<file path="src/rtl/if_fetch_unit.sv">
// Instruction-fetch front end: fetch PC, single-outstanding imem requests, 1-entry skid buffer, EX redirect/flush.
// Optional misaligned-redirect fault detection is compiled in with `define FETCH_MISALIGN_CHK_EN.
`timescale 1ns/1ps
module if_fetch_unit #(
  parameter logic [31:0] RESET_PC = 32'h0000_0000
) (
  input  logic        clk,
  input  logic        rst_n,
  input  logic        stall_i,
  input  logic        redirect_valid,
  input  logic [31:0] redirect_target,
  output logic        imem_req,
  output logic [31:0] imem_addr,
  input  logic        imem_gnt,
  input  logic        imem_rvalid,
  input  logic [31:0] imem_rdata,
  output logic        if_valid,
  output logic [31:0] if_pc,
  output logic [31:0] if_inst,
  output logic        fetch_misalign,
  output logic [1:0]  dbg_state
);

  // Handshakes: a request is accepted in the cycle imem_req && imem_gnt; its single response
  // arrives later as a one-cycle imem_rvalid. An instruction leaves the output register in the
  // cycle if_valid && !stall_i; the register only loads when it is empty or being consumed.

`ifdef FETCH_MISALIGN_CHK_EN
  typedef enum logic [1:0] {S_REQ, S_WAIT, S_HOLD, S_FAULT} state_t;
`else
  typedef enum logic [1:0] {S_REQ, S_WAIT, S_HOLD} state_t;
`endif

  localparam logic [31:0] NOP_INST = 32'h0000_0013;

  state_t      state, state_n;
  logic [31:0] pc, pc_n;
  logic [31:0] out_pc, out_pc_n;
  logic        kill, kill_n;
  logic [31:0] hold_pc, hold_pc_n;
  logic [31:0] hold_inst, hold_inst_n;
  logic        if_valid_n;
  logic [31:0] if_pc_n, if_inst_n;
  logic        can_load;
  logic [31:0] tgt_aligned;
  logic        unused_tgt_bits;

  assign can_load        = !if_valid || !stall_i;
  assign tgt_aligned     = {redirect_target[31:2], 2'b00};
  assign unused_tgt_bits = ^redirect_target[1:0];

  // Request is a pure function of state; gated by reset so it stays low while rst_n is held.
  assign imem_req  = rst_n && (state == S_REQ);
  assign imem_addr = pc;
  assign dbg_state = state;

`ifdef FETCH_MISALIGN_CHK_EN
  assign fetch_misalign = (state == S_FAULT);
`else
  assign fetch_misalign = 1'b0;
`endif

  always_comb begin
    state_n     = state;
    pc_n        = pc;
    out_pc_n    = out_pc;
    kill_n      = kill;
    hold_pc_n   = hold_pc;
    hold_inst_n = hold_inst;
    if_valid_n  = if_valid;
    if_pc_n     = if_pc;
    if_inst_n   = if_inst;

    if (if_valid && !stall_i) begin
      if_valid_n = 1'b0;
    end

    if (redirect_valid) begin
      // Flush wins over stall; a request already granted is marked to be discarded on return.
      if_valid_n = 1'b0;
      pc_n       = tgt_aligned;
      case (state)
        S_REQ: begin
          if (imem_gnt) begin
            kill_n  = 1'b1;
            state_n = S_WAIT;
          end
        end
        S_WAIT: begin
          if (imem_rvalid) begin
            kill_n  = 1'b0;
            state_n = S_REQ;
          end else begin
            kill_n  = 1'b1;
          end
        end
        S_HOLD: begin
          state_n = S_REQ;
        end
`ifdef FETCH_MISALIGN_CHK_EN
        S_FAULT: begin
          if (kill && !imem_rvalid) begin
            state_n = S_WAIT;
          end else begin
            kill_n  = 1'b0;
            state_n = S_REQ;
          end
        end
`endif
        default: begin
          state_n = S_REQ;
        end
      endcase
`ifdef FETCH_MISALIGN_CHK_EN
      if (redirect_target[1]) begin
        state_n = S_FAULT;
      end
`endif
    end else begin
      case (state)
        S_REQ: begin
          if (imem_gnt) begin
            out_pc_n = pc;
            pc_n     = pc + 32'd4;
            state_n  = S_WAIT;
          end
        end
        S_WAIT: begin
          if (imem_rvalid) begin
            state_n = S_REQ;
            if (kill) begin
              kill_n = 1'b0;
            end else if (can_load) begin
              if_valid_n = 1'b1;
              if_pc_n    = out_pc;
              if_inst_n  = imem_rdata;
            end else begin
              hold_pc_n   = out_pc;
              hold_inst_n = imem_rdata;
              state_n     = S_HOLD;
            end
          end
        end
        S_HOLD: begin
          if (!stall_i) begin
            if_valid_n = 1'b1;
            if_pc_n    = hold_pc;
            if_inst_n  = hold_inst;
            state_n    = S_REQ;
          end
        end
`ifdef FETCH_MISALIGN_CHK_EN
        S_FAULT: begin
          // A wrong-path response may still drain while parked here.
          if (imem_rvalid) begin
            kill_n = 1'b0;
          end
        end
`endif
        default: begin
          state_n = S_REQ;
        end
      endcase
    end
  end

  always_ff @(posedge clk or negedge rst_n) begin
    if (!rst_n) begin
      state     <= S_REQ;
      pc        <= RESET_PC;
      out_pc    <= RESET_PC;
      kill      <= 1'b0;
      hold_pc   <= 32'd0;
      hold_inst <= NOP_INST;
      if_valid  <= 1'b0;
      if_pc     <= 32'd0;
      if_inst   <= NOP_INST;
    end else begin
      state     <= state_n;
      pc        <= pc_n;
      out_pc    <= out_pc_n;
      kill      <= kill_n;
      hold_pc   <= hold_pc_n;
      hold_inst <= hold_inst_n;
      if_valid  <= if_valid_n;
      if_pc     <= if_pc_n;
      if_inst   <= if_inst_n;
    end
  end

endmodule

</file>
<file path="config.mk">
export PLATFORM = sky130hd
export DESIGN_NAME = if_fetch_unit
export DESIGN_NICKNAME = d
export VERILOG_FILES = /design/src/rtl/if_fetch_unit.sv
export SDC_FILE = /design/constraint.sdc
export NUM_CORES = 1
export LEC_CHECK = 0
export ABC_AREA = 1
export CELL_PAD_IN_SITES_DETAIL_PLACEMENT = 1
export CELL_PAD_IN_SITES_GLOBAL_PLACEMENT = 1
export CORE_ASPECT_RATIO = 1.25
export CORE_UTILIZATION = 35
export CTS_BUF_LIST = sky130_fd_sc_hd__clkbuf_16
export CTS_CLUSTER_DIAMETER = 80
export DETAILED_ROUTE_END_ITERATION = 7
export PLACE_DENSITY = 0.74
export SYNTH_ARGS = -nofsm -noshare
export SYNTH_HDL_FRONTEND = slang
export SYNTH_SLANG_ARGS = --single-unit
</file>
<file path="constraint.sdc">
create_clock -name clk -period 2.2 [get_ports clk]
set_input_delay 0.33 -clock clk [delete_from_list [all_inputs] [get_ports clk]]
set_output_delay 0.33 -clock clk [all_outputs]
set_load 0.005 [all_outputs]
</file>
==> reports/metrics.yaml, run 1 <==
detailed_routing:
  ant_nets: 0
  vias_per_cell: 4.84
  drt_first_pass_iters: 5
  drt_iter0_markers: 315
  drc: 0
  totalWireLength_um: 24400
  routedWlPerCell_um: 15.2
  vias: 7744
floorplanning:
  fp.dieH_um: 179
  ios: 171
  fp-row-count: 64
  start_util_pct: 35.7
  core_um2: 24500
  dieArea_um2: 25600
  dieWidth_um: 143
yosys:
  synthArstFlopShare_pct: 100
  ys_seq_elements: 188
  synth_edf_count: 0
  yosysSeqAreaShare_pct: 53.9
  synth_area_um2: 8740
  ys_warn_count: 0
  avgSynthCellArea_um2: 7.89
  postSynthCellCount: 1109
  synthFlopType: "dfrtp_1"
  yosysUniqueCellTypes: 36
status:
  status: "completed"
setup_path:
  critPathSlowestCell: "clkdlybuf4s50_1"
  worst_setup_path_end_kind: "output port"
  crit_family: "buffers and inverters"
  crit_fanout: 5
  max_stage_delay_ns: 0.50
  critPathBufInv: 3
  critical_path_class: "register to output port"
  worstPathRequired_ns: 1.87
  crit_chain: "inv_2 > ha_4 > nand2_1 > inv_1 > clkdlybuf4s50_1"
  startpoint_type: "register"
  arrival_ns: 1.76
sta:
  worst_slew_pin_slew_ns: 0.753
  slew_headroom_pct: 49.8
  hold_ws_ns: 0.0411
  finalMaxSlewViolations: 0
  finalSetupViolations: 0
  skew_ns: 0.00871
  hold_viol: 0
  fin_crit_ns: 2.09
  rsz0062_at_grt: "no"
  fmax_mhz: 479
  timing.final.crit_share_pct: 95.0
clock_tree:
  cts.clk_slew.worst_paths_ns: 0.07
  cts_inserted_buffers: 17
  cts_buffer_depth: 2
  clock_latency_ns: 0.43
  tritoncts: "done"
  cts_max_level: 4
  cts-root-buf: "clkbuf_16"
  cts_sinks: 188
power:
  p_leak_nw: 5.25
  p_total_mw: 13.7
  powerDensity_nw_per_um2: 1190
  vdd_ir_drop_max_v: 0.000588
global_routing:
  grt_pass1_vias: 7999
  antenna_found_initial: 0
  globalRoute.totalOverflow: 0
  grt_max_degree: 134
  grt.total_usage_pct: 20.1
  grt_pass1_wl_um: 40200
cells_and_area:
  fill_cells: 3006
  n_antenna_cell: 0
  drive_gt1_share_pct: 5.82
  nNetsFinal: 1332
  syn2layout_area_growth_pct: 31.1
placed_design:
  dpl.hpwl_um: 17000
  globalplace.congestion: 0.811
  portBuffers: 163
hold_path:
  min_path_type: "input pin to async pin"
job:
  maxCapViolCount: 0
[path summary, 6_finish.rpt]
kind,startpoint,endpoint,slack [ns],cells after the start
max reg2reg,dbg_state[1],if_inst[31],0.23,10
min reg2reg,hold_inst[4],hold_inst[4],0.48,2
max,dbg_state[1],imem_req,0.11,5
min,rst_n,if_inst[28],0.04,2
min in group clk,imem_rdata[4],hold_inst[4],0.45,3
max in group asynchronous,rst_n,if_pc[23],1.58,2
[cells in the final DEF (no fill, tap or decap), types with 9 or more instances in the layout]
cell type          n
nand2_1          246
dfrtp_1          182
nor2_1           177
clkdlybuf4s50_1  162
a21oi_1          138
inv_1            111
o21ai_0           69
o21ai_1           39
nand3_1           37
clkbuf_16         17
buf_4             16
buf_12             9
[Yosys cell counts, types with 2 or more instances]
library cell  number  area (µm²)
nand2_1          246         923
buf_2             21         105
buf_4             12        90.1
dfstp_2            6         158
inv_1            113         424
nand3b_1           2        15.0
clkbuf_1          27         101
ha_1               4        50.1
nor2_1           178         668
nor2_2             2        12.5
dfrtp_1          182        4550
nor3_1             2        10.0
a211oi_1           2        15.0
a21oi_1          138         691
o21ai_0           69         345
nand3_1           37         185
nand4_1            3        18.8
o21ai_1           39         195
o211ai_1           5        37.5
buf_1              2        7.51
a22oi_1            3        22.5
o21bai_1           2        15.0
[where the power goes]
part,leakage [nW],total [mW],switching [mW],internal [mW]
clock network,0.307,3.26,1.36,1.90
registers,2.29,5.68,0.830,4.85
logic,2.65,4.73,2.34,2.39
total,5.25,13.7,4.53,9.14
[what timing repair did]
action | in CTS | in global routing
hold buffers | 0 | 0
endpoints found under the setup margin | 1 | 2
resized for setup | 2 | 2
buffers inserted | 0 | 0
[worst reg2reg max path, cell delays in order, from the launching register on]
cell and delay, ns:
dfrtp_1 0.45, inv_2 0.09, ha_1 0.23, inv_2 0.07
or2_1 0.11, nand2_1 0.11, nor3_4 0.20, buf_12 0.21
buf_12 0.21, nor2_1 0.09, a21oi_1 0.12
[final cells by class]
type	instances	area, µm²	area share [%]
sequential	188	4710	41.1
timing repair buffer	188	1940	16.9
tap	330	413	3.60
clock inverter	15	191	1.67
inverter	115	432	3.76
clock buffer	17	425	3.71
multi-input combinational	748	3360	29.3
[metal layers]
metal  up-vias  GRT usage [%]  share of wire (%)
met1      3751           25.3                 46
met3        26           3.42                2.9
met4         0           6.91                2.1
li1       3822              -                  -
met5         -              0                  0
met2       145           34.7                 49
[flip-flops by register name (all words and copies together) (netlist names), 2 cells and up]
register / count
out_pc: 30
dbg_state: 2
if_inst: 32
imem_addr: 30
if_pc: 30
hold_inst: 32
hold_pc: 30
[through the flow]
| step | util (%) | setup slack, ns | std cells | setup TNS, ns | instance area (µm²) |
|---|---|---|---|---|---|
| 4_1_cts | 46.8 | 0.0287 | 1601 | 0 | 11500 |
| 3_5_place_dp | 44.2 | -0.0208 | 1569 | -0.0208 | 10800 |
| 6_report | 46.8 | 0.110 | 1601 | 0 | 11500 |
| 2_1_floorplan | - | 0.569 | 1113 | 0 | 8760 |
| 5_1_grt | 46.8 | 0.0132 | 1601 | 0 | 11500 |
| 3_3_place_gp | 44.2 | 0.0380 | 1569 | 0 | 10800 |
[kinds of logic (layout without fill, tap and decap cells)]
group / Yosys count / after routing / synth area share (%)
AOI/OAI and AO/OA: 264 / 264 / 15.6
adders and majority gates: 4 / 4 / 0.572
buffers and inverters: 177 / 335 / 8.41
DFF: 188 / 188 / 53.9
other: 1 / 5 / 0.0429
and+or+nand+nor: 475 / 475 / 21.5
Note: power is estimated with default switching activity, not from simulation.
==> inputs of run 2 (changes only) <==
- CORE_UTILIZATION: 35 -> 38
- PLACE_DENSITY: 0.74 -> 0.79
==> run 2 against run 1 <==
  * Count of clock-buffer cells in the layout unchanged
  * Worst hold slack worse by 0.047 ns
  * Die area down 7.8%
  * Sequential power about the same
  * Register-to-register slack about the same
  * The flow now finishes with violations (negative hold slack)
  * Clock power down 4%
==> reports/metrics.yaml, run 2 (synthesis gave the netlist of run 1 again) <==
status:
  status: "complete, but fails checks"
  violations: "negative hold slack"
setup_path:
  regToRegStartpoint: "imem_addr[3]"
  arrival_ns: 1.79
  worst_setup_path_end_kind: "output port"
  critical_path_class: "register to output port"
  crit_start: "dbg_state[1]"
  rr_worst_depth: 8
  startpoint_type: "register"
  worstPathRequired_ns: 1.87
  crit_fanout: 5
  reg2reg_to: "imem_addr[28]"
  cp-endpoint: "imem_req"
  rrSetupSlack_ns: 0.23
cells_and_area:
  n_antenna_cell: 0
  syn2layout_area_growth_pct: 29.4
  layout_commonest_cell: "nand2_1"
  drive_gt1_share_pct: 5.30
  nNetsFinal: 1326
  reg.largest.list: "hold_inst x32, if_inst x32"
  final_cell_mix: "246 x nand2_1, 181 x dfrtp_1, 177 x nor2_1, 162 x clkdlybuf4s50_1, 138 x a21oi_1"
detailed_routing:
  drt_iter0_markers: 248
  totalWireLength_um: 24100
  ant_nets: 0
  drc: 0
  vias: 7782
  drt_first_pass_iters: 4
  vias_per_cell: 5.03
  routedWlPerCell_um: 15.6
global_routing:
  globalRoute.totalOverflow: 0
  antenna_found_initial: 0
  grt_max_degree: 132
  grt.total_usage_pct: 21.4
  grt_pass1_wl_um: 39600
  grt_pass1_vias: 7948
placed_design:
  globalplace.congestion: 0.838
  portBuffers: 163
  dpl.hpwl_um: 16700
floorplanning:
  core_um2: 22400
  start_util_pct: 39.0
  dieWidth_um: 138
  dieArea_um2: 23600
  fp.dieH_um: 172
  fp-row-count: 61
  ios: 171
power:
  clockPowerShare_pct: 23.3
  internal-power_mw: 8.96
  swShare_pct: 33.6
  pwr-share-comb_pct: 34.4
  p_seq_share_pct: 42.3
  switchingPower_mw: 4.53
  powerDensity_nw_per_um2: 1190
  vdd_ir_drop_max_v: 0.000607
  p_leak_nw: 5.19
sta:
  finalSetupViolations: 0
  hold_viol: 4
  hold_ws_ns: -0.00617
  final.setup.tns_ns: 0
  fin_crit_ns: 2.12
  finalMaxSlewViolations: 0
  worst_slew_pin_slew_ns: 0.776
  skew_ns: 0.0155
  rsz0062_at_grt: "no"
  fmax_mhz: 472
  timing.final.crit_share_pct: 96.3
  slew_headroom_pct: 48.3
clock_tree:
  cts_sinks: 188
  cts_max_level: 4
  cts_buffer_depth: 2
  cts_inserted_buffers: 17
  tritoncts: "done"
  clock_latency_ns: 0.43
  cts-root-buf: "clkbuf_16"
  cts.clk_slew.worst_paths_ns: 0.07
  cts_hold_buffers: 0
hold_path:
  min_path_type: "input pin to async pin"
job:
  maxCapViolCount: 0
==> run 2: what timing repair did <==
item,in CTS,in global routing
endpoints found under the setup margin,1,1
setup buffers,0,0
gates cloned,0,0
hold endpoints to repair,0,0
resized for setup,3,1
pin swaps,0,0
==> run 2: power groups by stage <==
stage          combinational [mW]  clock, mW  sequential (mW)
2_1_floorplan                2.28          0             5.62
3_3_place_gp                 4.46          0             5.69
3_5_place_dp                 4.64          0             5.78
4_1_cts                      4.72       3.23             5.73
5_1_grt                      5.27       3.34             5.90
6_report                     4.64       3.14             5.71
==> run 2: metrics by stage <==
| stage | setup slack, ns | cell area (µm²) | power [mW] | std cells | utilization [%] |
|---|---|---|---|---|---|
| 2_1_floorplan | 0.569 | 8760 | 7.89 | 1113 | - |
| 3_3_place_gp | 0.178 | 10700 | 10.2 | 1516 | 47.7 |
| 3_5_place_dp | 0.0901 | 10700 | 10.4 | 1516 | 47.7 |
| 4_1_cts | 0.0357 | 11300 | 13.7 | 1547 | 50.4 |
| 5_1_grt | 0.00666 | 11300 | 14.5 | 1547 | 50.4 |
| 6_report | 0.0813 | 11300 | 13.5 | 1547 | 50.4 |
==> run 2: layout make-up <==
class	count	area, µm²
Clock buffer	17	425
Clock inverter	14	169
Fill cell	2728	11100
Inverter	115	432
Multi-Input combinational cell	748	3360
Sequential cell	188	4710
Tap cell	283	354
Timing Repair Buffer	182	1870
==> run 2: critical path: stages, from the launching register on <==
cell	delay, ns
dfrtp_2	0.45
inv_1	0.13
ha_4	0.18
nand2_1	0.05
inv_1	0.05
clkdlybuf4s50_1	0.50
==> run 2: worst min-delay path by stage <==
stage                   from            end  slack [ns]  cells after the start
4_1_cts                rst_n  hold_inst[26]        0.07                      2
3_3_place_gp    hold_inst[4]   hold_inst[4]        0.46                      2
3_5_place_dp   hold_inst[22]  hold_inst[22]        0.48                      2
2_1_floorplan          rst_n   dbg_state[0]        0.03                      0
5_1_grt                rst_n    if_inst[24]        0.07                      2
6_report               rst_n    if_inst[24]      -0.006                      2
==> run 2: metal layers <==
metal / vias to the layer above / track usage (%) / share of wire (%)
li1: 3815 / - / -
met1: 3805 / 26.8 / 44
met2: 138 / 37.2 / 51
met3: 24 / 3.42 / 3.2
met4: 0 / 6.55 / 1.6
met5: - / 0 / 0
==> inputs of run 3 (changes only) <==
- CORE_UTILIZATION: 38 -> 34
- MAX_ROUTING_LAYER: not set -> met4
- PLACE_DENSITY: 0.79 -> 0.75
- clock period: 2.2 -> 1.7 ns (I/O delays scaled with it)
==> run 3 against run 2 <==
  * The run ends with negative setup slack left
  * Total power increased by 47%
  * Flip-flop and latch count stayed put
  * Sequential power grew 31%
  * Via count up 9.1%
  * Global-route usage rose by 0.63 points
  * Critical path type is now register to register
  * Critical endpoint is now if_pc[12]
==> reports/metrics.yaml, run 3 (synthesis gave the netlist of run 1 again) <==
setup_path:
  crit_cells: 11
  critical_path_class: "register to register"
  rr_worst_depth: 11
  cp-endpoint: "if_pc[12]"
  arrival_ns: 2.23
  crit_start: "dbg_state[1]"
  crit_family: "buffers and inverters"
  worst_setup_path_end_kind: "register"
  crit_top_cell: "buf_6"
  regToRegStartpoint: "dbg_state[1]"
  max_stage_delay_ns: 0.40
  startpoint_type: "register"
  critPathBufInv: 6
  crit_chain: "inv_2 > ha_4 > inv_4 > or2_4 > nand2_4 > nor3_4 > buf_6 > buf_12 > buf_6 > buf_6 > a21oi_1"
  critPathSlowestCell: "dfrtp_1"
  worstPathRequired_ns: 2.04
  rrSetupSlack_ns: -0.18
  crit_fanout: 5
  reg2reg_to: "if_pc[12]"
global_routing:
  grt_pass1_wl_um: 44700
  globalRoute.totalOverflow: 0
  grt_max_degree: 105
  antenna_found_initial: 0
  grt.total_usage_pct: 22.0
  grt_pass1_vias: 8713
status:
  status: "complete, but fails checks"
  violations: "negative setup slack"
sta:
  finalSetupViolations: 100
  final.setup.tns_ns: -6.78
  fin_ws_ns: -0.184
  fin_crit_ns: 1.88
  hold_viol: 0
  rsz0062_at_grt: "yes"
  skew_ns: 0.0114
  hold_ws_ns: 0.365
  fmax_mhz: 531
  timing.final.crit_share_pct: 111
  finalMaxSlewViolations: 0
clock_tree:
  tritoncts: "done"
  cts_max_level: 4
  cts-root-buf: "clkbuf_16"
  cts_inserted_buffers: 17
  cts_buffer_depth: 2
  clock_latency_ns: 0.44
  cts_sinks: 188
  cts.clk_slew.worst_paths_ns: 0.07
floorplanning:
  dieWidth_um: 145
  dieArea_um2: 26400
  fp.dieH_um: 181
  ios: 171
  core_um2: 25300
  start_util_pct: 34.6
  fp-row-count: 65
cells_and_area:
  multi_input_area_um2: 3760
  final_cell_mix: "237 x nand2_1, 164 x dfrtp_1, 141 x clkdlybuf4s50_1, 136 x nor2_1, 115 x a21oi_1"
  layout.area.seq_um2: 4730
  final_cell_area_um2: 13100
  drive_gt1_share_pct: 20.8
  nNetsFinal: 1444
  reg.largest.list: "hold_inst x32, if_inst x32"
  n_antenna_cell: 0
  layout_commonest_cell: "nand2_1"
  syn2layout_area_growth_pct: 49.6
  fin_cells: 1718
  fill_cells: 2963
power:
  p_total_mw: 19.8
  vdd_ir_drop_max_v: 0.000657
  p_leak_nw: 6.01
  powerDensity_nw_per_um2: 1510
detailed_routing:
  vias_per_cell: 4.94
  drt_first_pass_iters: 5
  drt_iter0_markers: 269
  totalWireLength_um: 30400
  vias: 8487
  ant_nets: 0
  drc: 0
  routedWlPerCell_um: 17.7
placed_design:
  place_area_um2: 11300
  globalplace.congestion: 0.827
  portBuffers: 163
  dpl.hpwl_um: 18400
  dp.cells: 1624
hold_path:
  hp-start: "imem_rdata[4]"
  min_path_type: "input pin to register"
job:
  maxCapViolCount: 0
-- run 3: per-stage QoR --
step	util (%)	setup slack, ns
finish	51.7	-0.184
global route	51.7	-0.257
CTS	48.7	-0.172
detailed placement	44.5	-0.304
global placement	44.5	-0.210
floorplan	-	0.0691
-- run 3: timing repair --
| item | CTS | global route |
|---|---|---|
| resized for setup | 59 | 134 |
| cloned | 3 | 10 |
| endpoints found under the hold margin | 77 | 0 |
| setup buffers | 32 | 21 |
| hold buffers | 1 | 0 |
| endpoints found under the setup margin | 122 | 155 |
| pin swaps | 2 | 12 |
-- run 3: how the worst min path moves through the flow --
stage	endpoint	slack (ns)	cells past startpoint
floorplan	dbg_state[0]	-0.04	0
detailed placement	hold_inst[28]	0.35	2
finish	hold_inst[4]	0.37	3
global route	hold_inst[4]	0.38	3
global placement	dbg_state[1]	0.35	2
CTS	hold_inst[4]	0.35	3
-- run 3: where the power goes --
part / total, mW / internal, mW / switching, mW
sequential: 7.46 / 6.29 / 1.16
combinational: 8.27 / 4.35 / 3.92
clock: 4.07 / 2.19 / 1.88
-- run 3: final cells by class --
type | count | area share [%]
Inverter | 115 | 3.37
Multi-Input combinational cell | 748 | 28.7
Tap cell | 335 | 3.20
Clock inverter | 15 | 1.26
Timing Repair Buffer | 300 | 24.0
Clock buffer | 17 | 3.25
Sequential cell | 188 | 36.2
-- run 3: metal layers --
metal	global-route usage [%]	wire length, µm	up-vias
met3	2.98	843	60
met4	9.09	932	0
li1	-	-	4055
met1	25.8	12800	4165
met2	37.8	15800	207
met5	-	0	-
-- run 3: worst register-to-register path: cells and delay by family (launching register included) --
family	cells	cell delay [ns]
AOI/OAI and AO/OA	1	0.17
adders and majority gates	1	0.17
buffers and inverters	6	0.67
DFF	1	0.40
and+or+nand+nor	3	0.39
